$ cat config.mk
export PLATFORM = sky130hd
export DESIGN_NAME = gumnut_port_responder_flat
export DESIGN_NICKNAME = d
export VERILOG_FILES = /design/src/rtl/gumnut_port_responder_pkg.sv /design/src/rtl/gumnut_port_responder_if.sv /design/src/rtl/gumnut_port_responder_timer.sv /design/src/rtl/gumnut_port_responder.sv /design/src/flat_wrapper.sv
export SDC_FILE = /design/constraint.sdc
export NUM_CORES = 1
export LEC_CHECK = 0
export ABC_AREA = 1
export BUFFER_PORTS_ARGS = -buffer_cell sky130_fd_sc_hd__buf_2
export CAP_MARGIN = 20
export CORE_UTILIZATION = 60
export CTS_CLUSTER_SIZE = 25
export DETAILED_ROUTE_END_ITERATION = 6
export PLACE_DENSITY_LB_ADDON = 0.2
export SLEW_MARGIN = 0
export SYNTH_ARGS = -nofsm -noshare
export SYNTH_HDL_FRONTEND = slang
export SYNTH_HIERARCHICAL = 1
export SYNTH_SLANG_ARGS = --single-unit
$ cat constraint.sdc
create_clock -name clk_i -period 5.05 [get_ports clk_i]
set_input_delay 0.2525 -clock clk_i [delete_from_list [all_inputs] [get_ports clk_i]]
set_output_delay 0.2525 -clock clk_i [all_outputs]
set_load 0.02 [all_outputs]
$ cat src/rtl/gumnut_port_responder_pkg.sv
// Shared register offsets, CTRL bit positions and bus FSM encoding for the Gumnut port responder.
// Pure declarations: no latency and no flow control.
package gumnut_port_pkg;

  localparam logic [1:0] REG_OUT    = 2'd0;
  localparam logic [1:0] REG_IN     = 2'd1;
  localparam logic [1:0] REG_RELOAD = 2'd2;
  localparam logic [1:0] REG_CTRL   = 2'd3;

  localparam int CTRL_TMR_EN  = 0;
  localparam int CTRL_INT_EN  = 1;
  localparam int CTRL_PENDING = 7;

  typedef enum logic [1:0] {
    IDLE = 2'd0,
    WAIT = 2'd1,
    ACK  = 2'd2,
    HOLD = 2'd3
  } bus_state_e;

  function automatic logic [7:0] ctrl_pack(logic tmr_en, logic int_en, logic pending);
    logic [7:0] v;
    v = 8'h00;
    v[CTRL_TMR_EN]  = tmr_en;
    v[CTRL_INT_EN]  = int_en;
    v[CTRL_PENDING] = pending;
    return v;
  endfunction

endpackage

$ cat src/rtl/gumnut_port_responder_if.sv
// Gumnut port bus between the core (master) and a responder (slave).
// The master holds cyc/stb/we/adr/wr_dat until ack; there is no other backpressure.
interface gumnut_port_responder_if;
  logic       cyc;
  logic       stb;
  logic       we;
  logic [7:0] adr;
  logic [7:0] wr_dat;
  logic       ack;
  logic [7:0] rd_dat;

  modport master (output cyc, stb, we, adr, wr_dat, input  ack, rd_dat);
  modport slave  (input  cyc, stb, we, adr, wr_dat, output ack, rd_dat);
endinterface

$ cat src/rtl/gumnut_port_responder_timer.sv
// Prescaled 8-bit down-counter that sets a pending flag on expiry; one tick per PRESCALE enabled cycles.
// No backpressure: load/clr/int_ack act on the next edge, and a timer set beats any clear.
module gumnut_port_timer #(
  parameter int PRESCALE = 100
) (
  input  logic       clk_i,
  input  logic       rst_ni,
  input  logic       tmr_en,
  input  logic       load,
  input  logic [7:0] load_val,
  input  logic [7:0] reload,
  input  logic       clr,
  input  logic       int_ack,
  output logic       pending,
  output logic       pending_nxt
);

  localparam int            PW      = (PRESCALE > 1) ? $clog2(PRESCALE) : 1;
  localparam logic [PW-1:0] PRE_MAX = PW'(PRESCALE - 1);

  logic [PW-1:0] pre_q;
  logic [7:0]    cnt_q;
  logic          pending_q;
  logic          tick;
  logic          fire;

  assign tick = tmr_en & (pre_q == PRE_MAX);
  // A reload write overrides the tick completely, so it can never also raise pending.
  assign fire        = tick & ~load & (cnt_q == 8'h00);
  assign pending_nxt = fire | (pending_q & ~clr & ~int_ack);
  assign pending     = pending_q;

  always_ff @(posedge clk_i or negedge rst_ni) begin
    if (!rst_ni) begin
      pre_q     <= '0;
      cnt_q     <= 8'hFF;
      pending_q <= 1'b0;
    end else begin
      pending_q <= pending_nxt;
      if (load || !tmr_en || tick) begin
        pre_q <= '0;
      end else begin
        pre_q <= pre_q + PW'(1);
      end
      if (load) begin
        cnt_q <= load_val;
      end else if (tick) begin
        cnt_q <= (cnt_q == 8'h00) ? reload : cnt_q - 8'd1;
      end
    end
  end

endmodule

$ cat src/rtl/gumnut_port_responder.sv
// Gumnut port responder: GPIO out/in, timer reload and CTRL/status at BASE_ADDR..BASE_ADDR+3.
// Ack is registered 1+WAIT_STATES cycles after select; unmapped requests are never acked.
module gumnut_port_responder
  import gumnut_port_pkg::*;
#(
  parameter logic [7:0] BASE_ADDR   = 8'h10,
  parameter int         WAIT_STATES = 0,
  parameter int         PRESCALE    = 100
) (
  input  logic                    clk_i,
  input  logic                    rst_ni,
  gumnut_port_responder_if.slave  port,
  output logic [7:0]              gpio_o,
  input  logic [7:0]              gpio_i,
  output logic                    int_req_o,
  input  logic                    int_ack_i
);

  localparam logic [3:0] WS = 4'(WAIT_STATES);

  bus_state_e state_q, state_d;
  logic [3:0] wcnt_q, wcnt_d;
  logic       cyc_stb, sel;

  logic       req_we_q;
  logic [1:0] req_off_q;
  logic [7:0] req_dat_q;

  logic       ack_d, commit;
  logic       wr_out, wr_reload, wr_ctrl, ctrl_clr, int_en_d;
  logic [7:0] rd_mux, rd_dat_d;

  logic [7:0] gpio_q, reload_q, sync1_q, sync2_q, rd_dat_q;
  logic       tmr_en_q, int_en_q, ack_q, int_req_q;
  logic       pending, pending_nxt;

  assign cyc_stb = port.cyc & port.stb;
  assign sel     = cyc_stb & (port.adr[7:2] == BASE_ADDR[7:2]);

  always_ff @(posedge clk_i or negedge rst_ni) begin
    if (!rst_ni) begin
      state_q <= IDLE;
      wcnt_q  <= '0;
    end else begin
      state_q <= state_d;
      wcnt_q  <= wcnt_d;
    end
  end

  always_comb begin
    state_d = state_q;
    wcnt_d  = wcnt_q;
    case (state_q)
      IDLE: begin
        if (sel) begin
          if (WS == 4'd0) begin
            state_d = ACK;
          end else begin
            state_d = WAIT;
            wcnt_d  = WS;
          end
        end
      end
      WAIT: begin
        if (!sel) begin
          state_d = IDLE;
        end else if (wcnt_q == 4'd1) begin
          state_d = ACK;
        end else begin
          wcnt_d = wcnt_q - 4'd1;
        end
      end
      ACK:  state_d = HOLD;
      // Hold until the master releases the strobe so one request yields one ack.
      HOLD: if (!cyc_stb) state_d = IDLE;
      default: state_d = IDLE;
    endcase
  end

  always_comb begin
    ack_d     = (state_d == ACK);
    commit    = (state_q == ACK) & req_we_q;
    wr_out    = commit & (req_off_q == REG_OUT);
    wr_reload = commit & (req_off_q == REG_RELOAD);
    wr_ctrl   = commit & (req_off_q == REG_CTRL);
    // A CTRL write with bit7 set is a pure pending clear and leaves the enables alone.
    ctrl_clr  = wr_ctrl & req_dat_q[CTRL_PENDING];
    int_en_d  = (wr_ctrl && !req_dat_q[CTRL_PENDING]) ? req_dat_q[CTRL_INT_EN] : int_en_q;
    case (port.adr[1:0])
      REG_OUT:    rd_mux = gpio_q;
      REG_IN:     rd_mux = sync2_q;
      REG_RELOAD: rd_mux = reload_q;
      default:    rd_mux = ctrl_pack(tmr_en_q, int_en_q, pending);
    endcase
    rd_dat_d = ack_d ? rd_mux : 8'h00;
  end

  always_ff @(posedge clk_i or negedge rst_ni) begin
    if (!rst_ni) begin
      req_we_q  <= 1'b0;
      req_off_q <= '0;
      req_dat_q <= '0;
      ack_q     <= 1'b0;
      rd_dat_q  <= '0;
      gpio_q    <= '0;
      reload_q  <= 8'hFF;
      tmr_en_q  <= 1'b0;
      int_en_q  <= 1'b0;
      int_req_q <= 1'b0;
      sync1_q   <= '0;
      sync2_q   <= '0;
    end else begin
      // Capture the request while it is pending so the commit does not depend on bus timing in ACK.
      if (state_q == IDLE || state_q == WAIT) begin
        req_we_q  <= port.we;
        req_off_q <= port.adr[1:0];
        req_dat_q <= port.wr_dat;
      end
      ack_q     <= ack_d;
      rd_dat_q  <= rd_dat_d;
      sync1_q   <= gpio_i;
      sync2_q   <= sync1_q;
      int_en_q  <= int_en_d;
      int_req_q <= pending_nxt & int_en_d;
      if (wr_out)    gpio_q   <= req_dat_q;
      if (wr_reload) reload_q <= req_dat_q;
      if (wr_ctrl && !req_dat_q[CTRL_PENDING]) tmr_en_q <= req_dat_q[CTRL_TMR_EN];
    end
  end

  gumnut_port_timer #(
    .PRESCALE (PRESCALE)
  ) u_timer (
    .clk_i       (clk_i),
    .rst_ni      (rst_ni),
    .tmr_en      (tmr_en_q),
    .load        (wr_reload),
    .load_val    (req_dat_q),
    .reload      (reload_q),
    .clr         (ctrl_clr),
    .int_ack     (int_ack_i),
    .pending     (pending),
    .pending_nxt (pending_nxt)
  );

  assign port.ack    = ack_q;
  assign port.rd_dat = rd_dat_q;
  assign gpio_o      = gpio_q;
  assign int_req_o   = int_req_q;

endmodule

$ cat src/flat_wrapper.sv
// flat-port wrapper written by rule: the top's interface ports become plain ports
module gumnut_port_responder_flat import gumnut_port_pkg::*;
#(
  parameter logic [7:0] BASE_ADDR   = 8'h10,
  parameter int         WAIT_STATES = 0,
  parameter int         PRESCALE    = 100
)
  (clk_i, rst_ni, gpio_o, gpio_i, int_req_o, int_ack_i, port_cyc, port_stb, port_we, port_adr, port_wr_dat, port_ack, port_rd_dat);
  gumnut_port_responder_if port_i ();
  input  logic clk_i;
  input  logic rst_ni;
  output logic [7:0] gpio_o;
  input  logic [7:0] gpio_i;
  output logic int_req_o;
  input  logic int_ack_i;
  input wire logic [$bits(port_i.cyc)-1:0] port_cyc;
  input wire logic [$bits(port_i.stb)-1:0] port_stb;
  input wire logic [$bits(port_i.we)-1:0] port_we;
  input wire logic [$bits(port_i.adr)-1:0] port_adr;
  input wire logic [$bits(port_i.wr_dat)-1:0] port_wr_dat;
  output wire logic [$bits(port_i.ack)-1:0] port_ack;
  output wire logic [$bits(port_i.rd_dat)-1:0] port_rd_dat;
  assign port_i.cyc = port_cyc;
  assign port_i.stb = port_stb;
  assign port_i.we = port_we;
  assign port_i.adr = port_adr;
  assign port_i.wr_dat = port_wr_dat;
  assign port_ack = port_i.ack;
  assign port_rd_dat = port_i.rd_dat;
  gumnut_port_responder #(.BASE_ADDR(BASE_ADDR), .WAIT_STATES(WAIT_STATES), .PRESCALE(PRESCALE)) u_core (.clk_i(clk_i), .rst_ni(rst_ni), .port(port_i), .gpio_o(gpio_o), .gpio_i(gpio_i), .int_req_o(int_req_o), .int_ack_i(int_ack_i));
endmodule
==> flow_summary.ini, run 1 <==
[route]
routed-wl-met3_um = 222
drt_iter0_markers = 159
vias = 2833
met2_length_mm = 3.59
first_pass_iters = 5
drc = 0
routed_wl_mm = 7.28
wl_per_cell_um = 13.3
via_per_inst = 5.17
antenna_left = 0
highest_layer = met4
met1_length_mm = 3.38

[floorplanning]
rows = 27
ioPinCount = 48
die-area_um2 = 6320
coreArea_um2 = 5640
start_util_pct = 63.9
die_y_um = 79.5
die_w_um = 79.5

[critical_path]
worst-setup-path-type = reg2reg
cp_slowest_cell = dfrtp_1
critPathCaptureType = flop
crit_chain = nand2_4 -> nor2_8 -> nand2_4 -> inv_2 -> inv_1 -> nand4_1 -> o32ai_1 -> inv_1 -> nor2_2
worstSetupStartpointType = flop
cp.required_ns = 5.33
cp_max_fo = 17
critPathArrivalTime_ns = 2.28
critPathMaxStageDelay_ns = 0.51

[timing]
worstMarginPinSlew_ns = 0.935
relSlewSlack_pct = 37.7
skew_ns = 0.0102
period_needed_ns = 2.00
setup_viol = 0
fin_setup_tns_ns = 0
final.period_utilization_pct = 39.5
finalHoldViolCount = 0
rsz0062_at_grt = false
max_freq_mhz = 501
slew_violations = 0
finalHoldWorstSlack_ns = 0.0173

[synthesis]
ys_async_sr_fraction_pct = 100
ys_seq_elements = 77
ys_warn_count = 6
synth_cells = 414
synth-edff-count = 0
synthesis.nets = 449
syn_avg_cell_area_um2 = 8.71
synth_seq_area_share_pct = 54.0
synth_top_cells_by_count = 121 x nand2_1, 61 x dfrtp_1, 47 x inv_1
syn_area_um2 = 3610
synth_cell_types = 33
synth_top_area_share_pct = 42.3
synth_most_common_cell = nand2_1
netlist.top_cell.by_area = dfrtp_1
synthTopCellsByArea = dfrtp_1 42%, nand2_1 13%, dfstp_2 12%, inv_1 4.9%, nor2_1 4.3%
yosys_most_used_dff = dfrtp_1

[global_route]
grt-ovfl-total = 0
grt_pass1_vias = 2709
grt_use_total_pct = 25.7
grt_pass1_wl_mm = 12.2
antenna_found_initial = 0
grt_max_degree = 78

[final_layout]
fillers = 448
diodes = 0
ff_latch_area_um2 = 1950
nets = 506
fin_util_pct = 73.3
final_area_um2 = 4130
area_delta_synth_final_pct = 14.6
multi_input_comb_area_um2 = 1400
drive_gt1_share_pct = 25.8

[cts]
cts_root_buffer = clkbuf_8
cts_resized = 0
htreeDepth = 3
ctsLongestPathBuffers = 2
postCtsHoldBufs = 3
clkLatencyLatePin_ns = 0.34
cts_made_buffers = 9
cts_tree = built
clk_pin_slew_ns = 0.09
cts.sinks = 77
cts_setup_buffers = 0

[power]
ir_drop_uv = 298
power_mw = 1.92
leakage_nw = 2.18
power.density_nw_per_um2 = 464

[run]
cap_violations = 0

[place]
io_buffer_count = 47
gp_congestion = 0.850
placed_cell_area_um2 = 3880
dpl.hpwl_mm = 5.28

[outcome]
outcome = finished clean

[worst_hold_path]
hold_class = in2async
## area by class of cell
| cell class | instances | area share [%] |
|---|---|---|
| clock inverters | 7 | 2.00 |
| repair buffers | 52 | 6.96 |
| clock buffers | 9 | 3.00 |
| flip-flops and latches | 77 | 47.1 |
| multi-input cells | 277 | 33.8 |
| inverters | 54 | 4.97 |
| well taps | 72 | 2.18 |
## layer usage
layer / track usage, % / vias up
met1: 34.8 / 1344
li1: - / 1418
met3: 5.14 / 11
met4: 9.45 / 0
met2: 40.9 / 60
met5: 0 / -
## worst max-delay path: cells and delay by family (launching register included)
family                 cells  cell delay, ns
buffers and inverters      3            0.44
AND/OR/NAND/NOR            5            0.78
AO/OA/AOI/OAI              1            0.22
flip-flops                 1            0.51
## path summary, 6_finish.rpt
kind / start / to / slack, ns / cells after the start
worst max-delay path: u_core/state_q[1]$_DFF_PN0_ / u_core/int_req_o$_DFF_PN0_ / 3.05 / 9
worst min-delay path: rst_ni / u_core/u_timer/pre_q[3]$_DFF_PN0_ / 0.02 / 1
worst max register to register: u_core/state_q[1]$_DFF_PN0_ / u_core/int_req_o$_DFF_PN0_ / 3.05 / 9
worst min register to register: u_core/sync1_q[7]$_DFF_PN0_ / u_core/sync2_q[7]$_DFF_PN0_ / 0.35 / 0
max in group asynchronous: rst_ni / u_core/u_timer/pre_q[6]$_DFF_PN0_ / 4.39 / 1
min in group clk_i: gpio_i[0] / u_core/sync1_q[0]$_DFF_PN0_ / 0.02 / 1
## state kept, by name (all words and copies together), names as in the netlist, 2 cells and up
signal,count
u_core/port.rd_dat,8
u_core/sync2_q,8
u_core/u_timer/cnt_q,8
u_core/state_q,2
u_core/req_dat_q,8
u_core/reload_q,8
u_core/wcnt_q,4
u_core/u_timer/pre_q,7
u_core/req_off_q,2
u_core/gpio_o,8
u_core/sync1_q,8
## logic make-up (layout without fill, tap and decap cells)
logic type,after synthesis,after routing,share of synthesized area [%]
adders and majority gates,5,5,1.73
AOI/OAI and AO/OA,48,48,8.54
and+or+nand+nor,222,222,28.0
DFF,77,77,54.0
xor gates and xnor gates,2,2,0.486
buffers and inverters,60,122,7.29
## stage by stage
stage / worst slack (ns) / instances
finish: 3.05 / 548
floorplan: 3.45 / 414
global placement: 3.16 / 527
CTS: 3.05 / 546
detailed placement: 3.07 / 527
global route: 2.89 / 548
## cells in the final DEF, fill, tap and decap left out, drive strengths merged, types with 7 or more instances in the layout
| cell type | n |
|---|---|
| nand2 | 128 |
| clkbuf | 9 |
| buf | 47 |
| dfstp | 16 |
| dfrtp | 61 |
| o21ai | 40 |
| inv | 57 |
| a21oi | 7 |
| nor2 | 51 |
| nand3 | 31 |
## where the power goes
| group | leakage, nW | internal [mW] | total [mW] | switching, mW |
|---|---|---|---|---|
| sequential | 0.951 | 0.739 | 0.827 | 0.0885 |
| clock | 0.0984 | 0.236 | 0.475 | 0.239 |
| combinational | 1.13 | 0.212 | 0.617 | 0.404 |
(Power assumes the default switching activity.)
==> run 2, diff against run 1 <==
- CORE_UTILIZATION: 60 -> 57
- clock period: 5.05 -> 1.9 ns (I/O delays scaled with it)
==> run 2 against run 1 <==
Net effect: total power rose to 2.6 times the previous value; largest power group unchanged; wire length rose by 2.1%; setup slack got worse by 2.8 ns; sequential share of layout area fell by 1.7 points; clock power rose by 150%; global-route usage fell by 0.33 points; via count rose by 2.5%; non-clock buffer count rose by 17; utilization fell by 2.0 points; die area rose by 5.1%; highest routed layer unchanged; cell count rose by 3.6%.
==> flow_summary.ini, run 2 (synthesis results as in run 1) <==
[outcome]
outcome = finished clean

[global_route]
grt_pass1_wl_mm = 12.4
grt_use_total_pct = 25.3
gr-usage-met1_pct = 34.9
gr-usage-met3_pct = 4.56
grt_pass1_vias = 2734
globalRouteMet2Util_pct = 39.5
antenna_found_initial = 0
grt_max_degree = 65
grt.busiest_layer = met2
grt-ovfl-total = 0

[critical_path]
path_buf_inv = 3
cp-startpoint = u_core/state_q[1]$_DFF_PN0_
worst-setup-path-type = reg2reg
reg2reg_from = u_core/state_q[1]$_DFF_PN0_
critPathMaxStageDelay_ns = 0.50
crit_chain = nand2_4 -> nor2_8 -> nand2_4 -> inv_2 -> inv_1 -> nand4_1 -> o32ai_1 -> inv_1 -> nor2_2
crit_family = simple AND/OR/NAND/NOR gates
critPathArrivalTime_ns = 1.96
critPathCaptureType = flop
cp.required_ns = 2.18
cp_max_fo = 8
worstSetupStartpointType = flop
cp_slowest_cell = dfrtp_1

[power]
clkPwrFrac_pct = 23.6
switching_power_mw = 1.95
leakage_nw = 2.25
ir_drop_uv = 863
sw_frac_of_total_pct = 38.9
power_mw = 5.01
power.density_nw_per_um2 = 1170
comb_power_share_pct = 32.5
pwr-share-seq_pct = 44.0
p_int_mw = 3.06

[route]
via_per_inst = 5.11
drt_iter0_markers = 145
drc = 0
antenna_left = 0
routed_wl_mm = 7.43
vias = 2905
first_pass_iters = 6
wl_per_cell_um = 13.1

[floorplanning]
die_w_um = 81.5
coreArea_um2 = 6030
ioPinCount = 48
die-area_um2 = 6650
start_util_pct = 59.8
die_y_um = 81.5
rows = 28

[timing]
final.period_utilization_pct = 88.4
max_freq_mhz = 595
worstMarginPinSlew_ns = 0.330
rsz0062_at_grt = false
relSlewSlack_pct = 77.8
finalHoldViolCount = 0
period_needed_ns = 1.68
slew_violations = 0
setup_viol = 0
skew_ns = 0.0116
fin_setup_tns_ns = 0

[final_layout]
final_common_cell = nand2_1
final_cell_mix = 121 x nand2_1, 61 x dfrtp_1, 47 x inv_1
drive_gt1_share_pct = 25.6
area_delta_synth_final_pct = 19.0
nets = 523
diodes = 0
fin_util_pct = 71.2

[cts]
cts_root_buffer = clkbuf_8
htreeDepth = 3
cts_tree = built
cts_setup_buffers = 0
clk_pin_slew_ns = 0.08
ctsLongestPathBuffers = 2
cts.sinks = 77
clkLatencyLatePin_ns = 0.35
cts_made_buffers = 9
cts_resized = 0

[place]
gp_congestion = 0.848
dpl.hpwl_mm = 5.37
io_buffer_count = 47

[run]
cap_violations = 0

[worst_hold_path]
hold_class = in2reg
worstHoldStart = port_adr[1]
## run 2: tightest hold or removal path, stage by stage
cell     delay [ns]
buf_2          0.16
inv_2          0.08
o21ai_0        0.07
## run 2: repair_timing
item,CTS,global route
setup endpoints to repair,0,0
hold buffers,19,0
hold endpoints to repair,84,0
## run 2: cell type report
cell class | instances | area, um2
flip-flops and latches | 77 | 1950
fillers | 467 | 1730
multi-input cells | 277 | 1400
repair buffers | 69 | 463
inverters | 54 | 205
clock buffers | 9 | 124
well taps | 75 | 93.8
clock inverters | 7 | 62.6
## run 2: per-layer routing
metal,vias up,routed length (um)
met5,-,0
met1,1361,3440
met4,0,147
met3,15,290
met2,79,3550
li1,1450,-
## run 2: final timing paths
kind,end,depth (start not counted),slack (ns)
setup / recovery,u_core/int_req_o$_DFF_PN0_,9,0.22
hold / removal,u_core/req_off_q[1]$_DFFE_PN0P_,3,0.1
setup reg to reg,u_core/int_req_o$_DFF_PN0_,9,0.22
hold reg to reg,u_core/sync2_q[2]$_DFF_PN0_,0,0.36
max in group asynchronous,u_core/reload_q[5]$_DFFE_PN1P_,3,1.16
min in group asynchronous,u_core/req_dat_q[4]$_DFFE_PN0P_,2,0.13
## run 2: power by group through the flow
| stage | clock, mW | combinational, mW | sequential, mW |
|---|---|---|---|
| after CTS | 1.20 | 1.63 | 2.20 |
| after global placement | 0 | 1.55 | 2.22 |
| after global routing | 1.28 | 1.85 | 2.24 |
| after floorplan | 0 | 1.23 | 2.22 |
| final | 1.18 | 1.63 | 2.20 |
| after detailed placement | 0 | 1.59 | 2.23 |
## run 2: per-stage QoR
stage,area [um2],instances,hold WS (ns),setup slack [ns]
floorplan,3610,414,-0.201,0.304
global placement,3920,533,-0.0370,0.350
detailed placement,3920,533,-0.0370,0.285
CTS,4290,568,0.0834,0.260
global route,4290,568,0.103,0.0895
finish,4290,568,0.0973,0.221
